==> src/rtl/pipeline_hazard_ctrl.sv <==
// Pipeline hazard controller: load-use stall, branch/jump flush, and multi-cycle mul/div hold with watchdog.
// Optional stall performance counter enabled by defining STALL_PERF_CNT_EN.
module pipeline_hazard_ctrl #(
    parameter int MD_MAX_CYCLES = 40,
    parameter int MD_CNT_W      = 6
) (
    input  logic        clk,
    input  logic        reset,
    input  logic        ID_EX_MemRead,
    input  logic [4:0]  ID_EX_WriteAddr,
    input  logic [4:0]  rs,
    input  logic [4:0]  rt,
    input  logic        ID_UsesRt,
    input  logic        ID_Jump,
    input  logic        EX_BranchTaken,
    input  logic        EX_MulDiv,
    input  logic        MulDiv_done,
    output logic        PC_Write,
    output logic        IF_ID_Write,
    output logic        IF_ID_Flush,
    output logic        ID_EX_Write,
    output logic        ID_EX_Flush,
    output logic        EX_MEM_Flush,
    output logic        MulDiv_start,
    output logic        MD_Error,
    output logic [31:0] Stall_Count
);

    typedef enum logic {RUN, MD_WAIT} state_t;

    localparam logic [MD_CNT_W-1:0] WD_LAST = MD_CNT_W'(MD_MAX_CYCLES - 1);

    state_t              state, next_state;
    logic [MD_CNT_W-1:0] watchdog;
    logic                md_error;
    logic                load_use;
    logic                wd_expired;

    assign load_use = ID_EX_MemRead && (ID_EX_WriteAddr != 5'd0) &&
                      ((ID_EX_WriteAddr == rs) || (ID_UsesRt && (ID_EX_WriteAddr == rt)));
    assign wd_expired = (watchdog == WD_LAST);
    assign MD_Error   = md_error;

    // NOTE: sequential state uses non-blocking assignments so every register samples pre-edge values.
    always_ff @(posedge clk) begin
        if (reset) begin
            state    <= RUN;
            watchdog <= '0;
            md_error <= 1'b0;
        end else begin
            state <= next_state;
            if (state == RUN)
                watchdog <= '0;
            else if (!MulDiv_done && !wd_expired)
                watchdog <= watchdog + 1'b1;
            if (state == MD_WAIT && !MulDiv_done && wd_expired)
                md_error <= 1'b1;
        end
    end

    always_comb begin
        next_state = state;
        case (state)
            RUN:     if (EX_MulDiv) next_state = MD_WAIT;
            MD_WAIT: if (MulDiv_done || wd_expired) next_state = RUN;
            default: next_state = RUN;
        endcase
    end

    // NOTE: every output gets a default first so no path through the case can infer a latch.
    always_comb begin
        PC_Write     = 1'b1;
        IF_ID_Write  = 1'b1;
        IF_ID_Flush  = 1'b0;
        ID_EX_Write  = 1'b1;
        ID_EX_Flush  = 1'b0;
        EX_MEM_Flush = 1'b0;
        MulDiv_start = 1'b0;
        if (!reset) begin
            case (state)
                RUN: begin
                    if (EX_MulDiv) begin
                        PC_Write     = 1'b0;
                        IF_ID_Write  = 1'b0;
                        ID_EX_Write  = 1'b0;
                        EX_MEM_Flush = 1'b1;
                        MulDiv_start = 1'b1;
                    end else if (EX_BranchTaken) begin
                        IF_ID_Flush = 1'b1;
                        ID_EX_Flush = 1'b1;
                    end else if (load_use) begin
                        PC_Write    = 1'b0;
                        IF_ID_Write = 1'b0;
                        ID_EX_Flush = 1'b1;
                    end else if (ID_Jump) begin
                        IF_ID_Flush = 1'b1;
                    end
                end
                MD_WAIT: begin
                    // Hold until the unit answers or the watchdog forces a release.
                    if (!MulDiv_done && !wd_expired) begin
                        PC_Write     = 1'b0;
                        IF_ID_Write  = 1'b0;
                        ID_EX_Write  = 1'b0;
                        EX_MEM_Flush = 1'b1;
                    end
                end
                default: ;
            endcase
        end
    end

`ifdef STALL_PERF_CNT_EN
    logic [31:0] stall_cnt;

    always_ff @(posedge clk) begin
        if (reset)
            stall_cnt <= '0;
        else if (!PC_Write && (stall_cnt != 32'hFFFF_FFFF))
            stall_cnt <= stall_cnt + 32'd1;
    end

    assign Stall_Count = stall_cnt;
`else
    assign Stall_Count = '0;
`endif

endmodule

==> config.mk <==
export PLATFORM = sky130hd
export DESIGN_NAME = pipeline_hazard_ctrl
export DESIGN_NICKNAME = d
export VERILOG_FILES = /design/src/rtl/pipeline_hazard_ctrl.sv
export SDC_FILE = /design/constraint.sdc
export NUM_CORES = 1
export LEC_CHECK = 0
export ABC_CLOCK_PERIOD_IN_PS = 3500
export BUFFER_PORTS_ARGS = -buffer_cell sky130_fd_sc_hd__buf_2
export CORE_MARGIN = 2
export CORE_UTILIZATION = 25
export DETAILED_ROUTE_END_ITERATION = 6
export PLACE_DENSITY = 0.53
export SLEW_MARGIN = 20
export SYNTH_ARGS = -nofsm -noshare
export SYNTH_HDL_FRONTEND = slang
export SYNTH_SLANG_ARGS = --single-unit
==> constraint.sdc <==
create_clock -name clk -period 3.5 [get_ports clk]
set_input_delay 0.525 -clock clk [delete_from_list [all_inputs] [get_ports clk]]
set_output_delay 0.525 -clock clk [all_outputs]
set_load 0.005 [all_outputs]
==> flow_metrics.tcl <==
set metrics [dict create \
    initial_core_util 0.262 \
    intPower_mw 0.158 \
    crit_family "compound AO/OA/AOI/OAI gates" \
    drt_first_pass_iters 4 \
    hpwlAfterDp_mm 1.30 \
    use_met2 0.160 \
    coreArea_um2 3030 \
    drive_gt1_frac 0.264 \
    cts_tree "built" \
    clkTransAtPathRegs_ps 50 \
    clock_latency_ps 250 \
    num_antenna_cells 0 \
    dieWidth_um 60.3 \
    die_area_um2 3630 \
    end_kind "primary output" \
    drv_slew 0 \
    setup_viol 0 \
    syn_avg_cell_area_um2 8.00 \
    period_minus_slack_ps 2320 \
    async_flop_share 0 \
    grt.total_usage 0.0885 \
    synth.area.top_cells "buf_4 (31%), dfxtp_1 (20%), xnor2_1 (14%), nor2_1 (3.8%), a21oi_1 (1.9%)" \
    synth-seq-cells 8 \
    yosys.area.top_type "buf_4" \
    drc_errors 0 \
    crit_fanout 4 \
    clockRootBuffer "clkbuf_4" \
    layout.nets 155 \
    switchingPower_mw 0.0621 \
    grt_max_degree 9 \
    finalClockSkew_ps 1.67 \
    vias 647 \
    wl_per_cell_um 8.41 \
    numPortBuffers 30 \
    cts_setup_buffers 0 \
    rsz0062_at_grt "no" \
    drtIter0Drc 11 \
    wirelength_mm 1.46 \
    synth_cell_types 30 \
    hold_buffers 0 \
    synthesis.area_um2 792 \
    path_buf_inv 2 \
    yosysSeqAreaShare 0.202 \
    grt_pass1_wl_mm 2.33 \
    peakVddDrop_mv 0.0869 \
    ys.flop_type "dfxtp_1" \
    fp-row-count 20 \
    cp_slowest_cell "dfxtp_1" \
    max_cap_viol_count 0 \
    reg2reg_depth 5 \
    cp_slowest_stage_delay_ps 360 \
    grt_use_met3 0.0303 \
    via_per_inst 3.74 \
    fmax_mhz 431 \
    min_path_cells 2 \
    ioPinCount 63 \
    area_growth_pct 11.5 \
    cp_cell_sequence "ha_1, nand4b_1, o211ai_1, a21o_1, inv_1, a21oi_1, buf_2" \
    cts.path.max_buffers 2 \
    grt_pass1_vias 586 \
    h-tree-depth 1 \
    antenna_left 0 \
    globalRoute.busiestLayer "met2" \
    met1_usage 0.0839 \
    power_frac_comb 0.259 \
    worstPathArrival_ps 1800 \
    gp_congestion 0.735 \
    required_ps 2970 \
    fin_crit_sh 0.664 \
    synth_edf_count 0 \
    status "finished, final reports clean" \
    path_class "flip-flop to primary output" \
    swShare 0.282 \
    die_h_um 60.3 \
    netlist_instances 99 \
    critPathLaunchType "flip-flop" \
    min_path_type "flip-flop to flip-flop" \
    cp.depth 7 \
    yosysTopAreaCellShare 0.313 \
    cts_made_buffers 3 \
    fin_setup_tns_ps 0 \
    fin_util 0.292 \
    leakagePower_nw 0.428 \
    ys_warn_count 0 \
    clkPwrFrac 0.312 \
    hold_violations 0 \
    cts_resized 0 \
    p_seq_frac 0.429 \
    grt-ovfl-total 0 \
    antenna_found_initial 0 \
    cellPowerDensity_nw_per_um2 249 \
    cts.sinks 8 \
]
[synthesized netlist by cell type (2+ instances only)]
cell	n
o21ai_0	2
a21oi_1	3
nand3_1	2
or4_1	2
nand2b_1	2
dfxtp_1	8
nand4_1	2
xnor2_1	13
nor4_1	2
nand2_1	2
nor2_1	8
inv_1	3
buf_4	33
[registers in the layout (all words and copies together), names as in the netlist]
| signal | count |
|---|---|
| watchdog | 6 |
| state | 1 |
| MD_Error | 1 |
[kinds of logic (layout without fill, tap and decap cells)]
kind of cell / count (synthesis) / count (layout) / synth area share
AOI/OAI and AO/OA: 13 / 13 / 0.111
xor gates and xnor gates: 14 / 14 / 0.155
adders and majority gates: 1 / 1 / 0.0158
buffers and inverters: 37 / 36 / 0.333
DFF: 8 / 8 / 0.202
muxes: 1 / 1 / 0.0126
other: 1 / 32 / 0.00473
and+or+nand+nor: 24 / 24 / 0.166
[layout by cell type (no fill, tap or decap), drive strengths merged]
cell type  netlist  layout
xor2             1       1
buf             33      30
nand2b           2       2
nor3             1       1
nand4b           1       1
dfxtp            8       8
nand3            2       2
or4              2       2
a21oi            3       3
nand4            2       2
o211a            1       1
nor3b            1       1
nor2             8       8
o22ai            1       1
inv              3       3
o21ai            3       3
nand2            2       2
a21o             1       1
o21a             1       1
xnor2           13      13
a31oi            1       1
mux2i            1       1
ha               1       1
a22o             1       1
conb             1      32
clkbuf           1       3
nor4             2       2
o211ai           1       1
nor4bb           1       1
[per-layer routing]
metal	vias up	share of wire	wire length, um
met2	42	0.54	779
li1	330	-	-
met5	-	0	0
met4	0	0.0082	12
met1	273	0.34	498
met3	2	0.11	164
[path summary, 6_finish.rpt]
path | from | end | slack [ps]
min reg2reg | MD_Error | MD_Error | 490
min | MD_Error | MD_Error | 490
max reg2reg | watchdog[0] | watchdog[3] | 2000
max | watchdog[0] | PC_Write | 1180
[tightest hold or removal path, cell delays in order, from the launching register on]
cell and delay (ps):
dfxtp_1 330, a31oi_1 50, nor2_1 70
[cell type report]
type / count / area, um2
inverters: 3 / 11.3
flip-flops and latches: 8 / 160
clock buffers: 3 / 22.5
repair buffers: 30 / 150
well taps: 44 / 55.1
multi-input cells: 85 / 484
fillers: 326 / 2140
[power by group through the flow]
stage / logic, mW / clock network, mW / registers, mW
final: 0.0570 / 0.0687 / 0.0945
after global routing: 0.0651 / 0.0774 / 0.0948
after CTS: 0.0574 / 0.0743 / 0.0945
after detailed placement: 0.0571 / 0 / 0.0965
after global placement: 0.0557 / 0 / 0.0964
after floorplan: 0.0605 / 0 / 0.0948
[stage by stage]
step                      hold WS (ps)  worst slack, ps  total power, mW  std cells  area, um2
after floorplan                    461             1370            0.155        130        908
after global placement             484             1230            0.152        170        861
after detailed placement           490             1210            0.154        170        861
after CTS                          507             1140            0.226        173        883
after global routing               532              972            0.237        173        883
final                              492             1180            0.220        173        883
Note: power is estimated with default switching activity, not from simulation.
